===== config.mk =====
export PLATFORM = sky130hd
export DESIGN_NAME = mem_bus_ctrl_flat
export DESIGN_NICKNAME = d
export VERILOG_FILES = /design/src/rtl/mem_bus_ctrl_if.sv /design/src/rtl/mem_bus_ctrl.sv /design/src/flat_wrapper.sv
export SDC_FILE = /design/constraint.sdc
export NUM_CORES = 1
export LEC_CHECK = 0
export BUFFER_PORTS_ARGS = -buffer_cell sky130_fd_sc_hd__buf_2
export CAP_MARGIN = 10
export CORE_ASPECT_RATIO = 1.2
export CORE_UTILIZATION = 43
export CTS_CLUSTER_DIAMETER = 30
export DETAILED_ROUTE_END_ITERATION = 8
export GPL_TIMING_DRIVEN = 1
export HOLD_SLACK_MARGIN = 0.02
export PLACE_DENSITY = 0.79
export SYNTH_ARGS = -nofsm -noshare
export SYNTH_HDL_FRONTEND = slang
export SYNTH_SLANG_ARGS = --single-unit
export TNS_END_PERCENT = 1

===== constraint.sdc =====
create_clock -name clk -period 6.4 [get_ports clk]
set_clock_uncertainty 0.15 [all_clocks]
set_input_delay 0.96 -clock clk [delete_from_list [all_inputs] [get_ports clk]]
set_output_delay 0.96 -clock clk [all_outputs]
set_load 0.02 [all_outputs]

===== src/rtl/mem_bus_ctrl_if.sv =====
// Data-bus request/response types and the handshake bundle between the memory
// stage, mem_bus_ctrl and the data bus.
//
// Package mem_bus_ctrl_pkg:
//   msize_t      access size encoding
//   dbus_req_t   valid, addr, size, strobe, data
//   dbus_resp_t  addr_ok, data_ok, data
//
// Interface mem_bus_ctrl_if:
//   in_req     request built by the memory stage
//   advance    M->W register captures this cycle
//   flush      instruction in M is killed this cycle
//   dresp      response from the data bus
//   dreq       request driven to the data bus
//   mem_stall  M stage must hold
//   rdata      loaded word
//   modport slave  : the controller's view
//   modport master : the pipeline/bus environment's view

package mem_bus_ctrl_pkg;

  typedef enum logic [2:0] {
    MSIZE1 = 3'd0,
    MSIZE2 = 3'd1,
    MSIZE4 = 3'd2,
    MSIZE8 = 3'd3
  } msize_t;

  typedef struct packed {
    logic        valid;
    logic [31:0] addr;
    msize_t      size;
    logic [3:0]  strobe;
    logic [31:0] data;
  } dbus_req_t;

  typedef struct packed {
    logic        addr_ok;
    logic        data_ok;
    logic [31:0] data;
  } dbus_resp_t;

endpackage

interface mem_bus_ctrl_if;
  import mem_bus_ctrl_pkg::*;

  dbus_req_t   in_req;
  logic        advance;
  logic        flush;
  dbus_resp_t  dresp;
  dbus_req_t   dreq;
  logic        mem_stall;
  logic [31:0] rdata;

  modport slave (
    input  in_req,
    input  advance,
    input  flush,
    input  dresp,
    output dreq,
    output mem_stall,
    output rdata
  );

  modport master (
    output in_req,
    output advance,
    output flush,
    output dresp,
    input  dreq,
    input  mem_stall,
    input  rdata
  );

endinterface


===== src/rtl/mem_bus_ctrl.sv =====
// Data-bus handshake controller sitting after the memory stage.
//
// Issues the memory stage's request on the data bus under the addr_ok/data_ok
// protocol, holds it stable until accepted, captures the response word when
// the pipeline cannot take it yet, raises mem_stall for the hazard unit and
// drains an outstanding transaction when the instruction in M is flushed.
//
// Ports:
//   clk     single clock
//   resetn  asynchronous active-low reset
//   bus     mem_bus_ctrl_if.slave: in_req, advance, flush, dresp (in);
//           dreq, mem_stall, rdata (out)

module mem_bus_ctrl
  import mem_bus_ctrl_pkg::*;
(
  input logic           clk,
  input logic           resetn,
  mem_bus_ctrl_if.slave bus
);

  typedef enum logic [2:0] {
    StIdle,
    StAddr,
    StData,
    StDone,
    StDrainA,
    StDrainD
  } state_e;

  state_e      state_q, state_d;
  dbus_req_t   req_buf_q, req_buf_d;
  logic [31:0] data_buf_q, data_buf_d;

  logic issue;     // a new request goes out from IDLE this cycle
  logic both_ok;   // address and data phase both finish this cycle
  logic complete;  // data phase finishes this cycle
  logic in_flight; // state in which the M instruction may be waiting on the bus
  logic draining;

  assign issue    = bus.in_req.valid & ~bus.flush;
  assign both_ok  = bus.dresp.addr_ok & bus.dresp.data_ok;
  assign draining = (state_q == StDrainA) | (state_q == StDrainD);
  assign in_flight = (state_q == StIdle) | (state_q == StAddr) | (state_q == StData);

  // Next-state logic. flush takes priority over advance.
  always_comb begin
    state_d    = state_q;
    req_buf_d  = req_buf_q;
    data_buf_d = data_buf_q;
    complete   = 1'b0;

    case (state_q)
      StIdle: begin
        if (issue) begin
          req_buf_d = bus.in_req;
          complete  = both_ok;
          if (both_ok) begin
            if (bus.advance) begin
              state_d = StIdle;
            end else begin
              state_d    = StDone;
              data_buf_d = bus.dresp.data;
            end
          end else if (bus.dresp.addr_ok) begin
            state_d = StData;
          end else begin
            state_d = StAddr;
          end
        end
      end

      StAddr: begin
        complete = both_ok;
        if (bus.flush) begin
          // The request stays on the bus until accepted; its response is
          // then swallowed in the drain states.
          if (both_ok) begin
            state_d = StIdle;
          end else if (bus.dresp.addr_ok) begin
            state_d = StDrainD;
          end else begin
            state_d = StDrainA;
          end
        end else if (both_ok) begin
          if (bus.advance) begin
            state_d = StIdle;
          end else begin
            state_d    = StDone;
            data_buf_d = bus.dresp.data;
          end
        end else if (bus.dresp.addr_ok) begin
          state_d = StData;
        end
      end

      StData: begin
        complete = bus.dresp.data_ok;
        if (bus.dresp.data_ok) begin
          if (bus.flush || bus.advance) begin
            state_d = StIdle;
          end else begin
            state_d    = StDone;
            data_buf_d = bus.dresp.data;
          end
        end else if (bus.flush) begin
          state_d = StDrainD;
        end
      end

      StDone: begin
        if (bus.flush || bus.advance) begin
          state_d = StIdle;
        end
      end

      StDrainA: begin
        if (both_ok) begin
          state_d = StIdle;
        end else if (bus.dresp.addr_ok) begin
          state_d = StDrainD;
        end
      end

      StDrainD: begin
        if (bus.dresp.data_ok) begin
          state_d = StIdle;
        end
      end

      default: begin
        state_d = StIdle;
      end
    endcase
  end

  always_ff @(posedge clk or negedge resetn) begin
    if (!resetn) begin
      state_q    <= StIdle;
      req_buf_q  <= '0;
      data_buf_q <= '0;
    end else begin
      state_q    <= state_d;
      req_buf_q  <= req_buf_d;
      data_buf_q <= data_buf_d;
    end
  end

  // Bus request source. resetn gates valid so nothing is presented while
  // reset is held, whatever the memory stage is driving.
  always_comb begin
    bus.dreq = req_buf_q;
    case (state_q)
      StIdle: begin
        bus.dreq       = bus.in_req;
        bus.dreq.valid = issue;
      end
      StAddr, StDrainA: begin
        bus.dreq.valid = 1'b1;
      end
      default: begin
        bus.dreq.valid = 1'b0;
      end
    endcase
    bus.dreq.valid = bus.dreq.valid & resetn;
  end

  always_comb begin
    bus.mem_stall = resetn & ((issue & in_flight & ~complete) | draining);
  end

  always_comb begin
    bus.rdata = (state_q == StDone) ? data_buf_q : bus.dresp.data;
  end

  // Bus protocol: an unaccepted request is neither withdrawn nor altered.
  a_req_held: assert property (@(posedge clk) disable iff (!resetn)
    (bus.dreq.valid && !bus.dresp.addr_ok) |=>
      (bus.dreq.valid && $stable(bus.dreq.addr) && $stable(bus.dreq.size) &&
       $stable(bus.dreq.strobe) && $stable(bus.dreq.data)));

  // The hazard unit must never advance a stalled M stage.
  a_no_advance_on_stall: assert property (@(posedge clk) disable iff (!resetn)
    bus.advance |-> !bus.mem_stall);

endmodule

===== src/flat_wrapper.sv =====
// flat-port wrapper written by rule: the top's interface ports become plain ports
module mem_bus_ctrl_flat import mem_bus_ctrl_pkg::*;
  (clk, resetn, bus_in_req, bus_advance, bus_flush, bus_dresp, bus_dreq, bus_mem_stall, bus_rdata);
  mem_bus_ctrl_if bus_i ();
  input logic clk;
  input logic resetn;
  input wire logic [$bits(bus_i.in_req)-1:0] bus_in_req;
  input wire logic [$bits(bus_i.advance)-1:0] bus_advance;
  input wire logic [$bits(bus_i.flush)-1:0] bus_flush;
  input wire logic [$bits(bus_i.dresp)-1:0] bus_dresp;
  output wire logic [$bits(bus_i.dreq)-1:0] bus_dreq;
  output wire logic [$bits(bus_i.mem_stall)-1:0] bus_mem_stall;
  output wire logic [$bits(bus_i.rdata)-1:0] bus_rdata;
  assign bus_i.in_req = bus_in_req;
  assign bus_i.advance = bus_advance;
  assign bus_i.flush = bus_flush;
  assign bus_i.dresp = bus_dresp;
  assign bus_dreq = bus_i.dreq;
  assign bus_mem_stall = bus_i.mem_stall;
  assign bus_rdata = bus_i.rdata;
  mem_bus_ctrl u_core (.clk(clk), .resetn(resetn), .bus(bus_i));
endmodule

==> out/qor.yml <==
status: "completed"
critPathBufInv: 2
clkSinkCount: 106
grt_pass1_wl_um: 19700
fp.coreArea_um2: 12700
tightest_slew_ns: 1.20
syn-cell-area_um2: 5580
dieArea_um2: 13400
crit_family: "simple AND/OR/NAND/NOR gates"
r2r-end: "u_core.req_buf_q[18]"
p_leak_nw: 3.61
n_fill_cell: 1122
setup_viol: 0
track_usage_pct: 18.3
syn_inst: 552
fmax_mhz: 253
cpPeakStageDelay_ns: 1.04
slew_headroom_pct: 20.0
fp.dieH_um: 127
numCtsBuffers: 9
finalHoldViolCount: 0
seq_area_frac_synth_pct: 47.5
grt-ovfl-total: 0
r2r_start: "u_core.state_q[0]"
start_util_pct: 44.0
cts_hold_repair.buffers: 0
timing.setup.critical_path_class: "flop to output pin"
routed_wl_um: 12300
regArea_um2: 2650
dp_hpwl_um: 8830
cp-start-kind: "flop"
cts-root-buf: "clkbuf_16"
critPathSlowestCell: "nor3_4"
synth_nets: 662
cp_max_fo: 40
htreeDepth: 3
grt_pass1_vias: 4294
fin_tns_setup_ns: 0
maxCapViolations: 0
rsz0062_at_grt: "false"
drive_above_1_share_pct: 49.1
antenna_found_initial: 0
antenna_left: 0
post-cts-setup-buffers: 0
hold_class: "flop to flop"
clk_pin_slew_ns: 0.06
min_path_cells: 1
end_kind: "output pin"
ys.warnings.count: 0
worstPathRequired_ns: 5.29
cpMostUsedCell: "nand2_1"
peakVddDrop_mv: 0.281
arrival_ns: 2.85
fp-row-count: 45
multi_input_area_um2: 2710
ys_ff_latch: 106
drtIter0Drc: 170
area_growth_syn_to_layout_pct: 25.9
drv_slew: 0
die_w_um: 106
min_from: "u_core.req_buf_q[67]"
io_pins: 215
ff2ff_setup_slack_ns: 2.83
wire_per_inst_um: 13.4
cts_tree: "built"
drc: 0
synth.avg_cell_area_um2: 10.1
first_pass_iters: 7
antennaDiodeCount: 0
final_nets: 856
portBuffers: 214
cp_cell_sequence: "nor3_4 > buf_4 > nand2_1 > nand2_1 > buf_2"
post-route-period-util_pct: 61.8
worst_r2r_path_depth: 5
min_period_ns: 3.96
gp_congestion: 0.794
clk_path_buf_depth: 2
grt_start_max_net_pins: 75
vias: 4518
place_ws_ns: 2.77
vias_per_cell: 4.94
synth.distinct_cells: 32
min_to: "u_core.req_buf_q[67]"
ctsResizeCount: 0
clock_latency_ns: 0.33
setup_slack_ns: 2.44
power_density_nw_per_um2: 563
==> cell usage in the layout, fill, tap and decap left out, drive strengths merged, types with 2 or more instances in the layout <==
master | Yosys | final
o211ai | 2 | 2
nor3 | 2 | 2
nand2 | 221 | 221
nor3b | 2 | 2
clkinvlp | 0 | 2
clkbuf | 16 | 9
mux2 | 135 | 135
bufinv | 0 | 3
a21oi | 10 | 10
nor4 | 2 | 2
nand2b | 5 | 5
o21ai | 6 | 6
buf | 21 | 220
nor2 | 9 | 9
nand3b | 4 | 4
dfrtp | 106 | 106
==> sequential cells by signal (all words and copies together) (netlist names) <==
name and count:
u_core.data_buf_q 32, u_core.req_buf_q 71, u_core.state_q 3
==> area by class of cell <==
| class | count | share of cell area, % |
|---|---|---|
| clock buffers | 9 | 3.21 |
| clock inverters | 6 | 1.62 |
| multi-input cells | 409 | 38.6 |
| flip-flops and latches | 106 | 37.8 |
| well taps | 164 | 2.92 |
| repair buffers | 220 | 15.9 |
==> metal layers <==
layer | up-vias | GRT usage (%) | wire (um) | part of all wire [%]
met3 | 9 | 5.14 | 875 | 7.1
li1 | 2224 | - | - | -
met1 | 2124 | 20.6 | 5140 | 42
met5 | - | 0 | 0 | 0
met2 | 161 | 33.5 | 6130 | 50
met4 | 0 | 4.98 | 112 | 0.91
==> Yosys cell counts <==
master | count | area, um2
a2111oi_0 | 1 | 8.76
a21o_1 | 1 | 7.51
nand2_1 | 221 | 830
nand3b_1 | 4 | 30.0
a21oi_1 | 10 | 50.1
nand2b_1 | 5 | 31.3
dfrtp_1 | 106 | 2650
nor2_8 | 1 | 20.0
o211ai_1 | 2 | 15.0
o21ai_0 | 5 | 25.0
nor3b_1 | 2 | 15.0
nor3_1 | 1 | 5.00
nor4bb_1 | 1 | 10.0
mux2_2 | 128 | 1440
and2_1 | 1 | 6.26
buf_2 | 10 | 50.1
nor2_1 | 7 | 26.3
nor2_2 | 1 | 6.26
buf_1 | 1 | 3.75
nor4_1 | 2 | 12.5
clkbuf_1 | 16 | 60.1
o21ai_1 | 1 | 5.00
nor3_2 | 1 | 10.0
buf_6 | 10 | 113
or4_1 | 1 | 7.51
a311oi_4 | 1 | 26.3
a31oi_1 | 1 | 6.26
mux2_1 | 7 | 78.8
o21bai_1 | 1 | 7.51
and3_1 | 1 | 6.26
a211oi_1 | 1 | 7.51
or3_1 | 1 | 6.26
==> power by group <==
group / switching, mW / internal (mW)
clock network: 0.237 / 0.381
logic: 1.28 / 0.843
registers: 0.200 / 1.01
==> worst reg2reg max path: stages (launching register included) <==
cell and delay [ns]:
dfrtp_1 0.60, or3_2 0.84, buf_4 0.42, nor2_8 0.42
buf_4 0.57, mux2_2 0.45
==> worst max-delay path by stage <==
stage | from | endpoint | slack (ns) | cells after the start
after floorplan | bus_flush | bus_dreq[71] | 3.49 | 3
after global placement | u_core.state_q[0] | bus_dreq[12] | 2.80 | 5
after detailed placement | u_core.state_q[0] | bus_dreq[38] | 2.77 | 5
after CTS | u_core.state_q[0] | bus_dreq[38] | 2.41 | 5
after global routing | u_core.state_q[0] | bus_dreq[10] | 2.18 | 5
final | u_core.state_q[0] | bus_dreq[38] | 2.44 | 5
==> cells by family after synthesis <==
family          share of synthesized area [%]
simple gates                             18.3
flops                                    47.5
mux                                      27.2
compound gates                           2.85
buf+inv                                  4.06
==> through the flow <==
stage	instance area [um2]	instances	power [mW]	utilization [%]	hold WS, ns
floorplan	5580	552	2.76	-	0.304
global placement	6690	899	3.32	52.8	0.315
detailed placement	6690	899	3.37	52.8	0.327
CTS	7020	914	4.00	55.4	0.343
global route	7020	914	4.24	55.4	0.364
finish	7020	914	3.95	55.4	0.340
(Power assumes the default switching activity.)
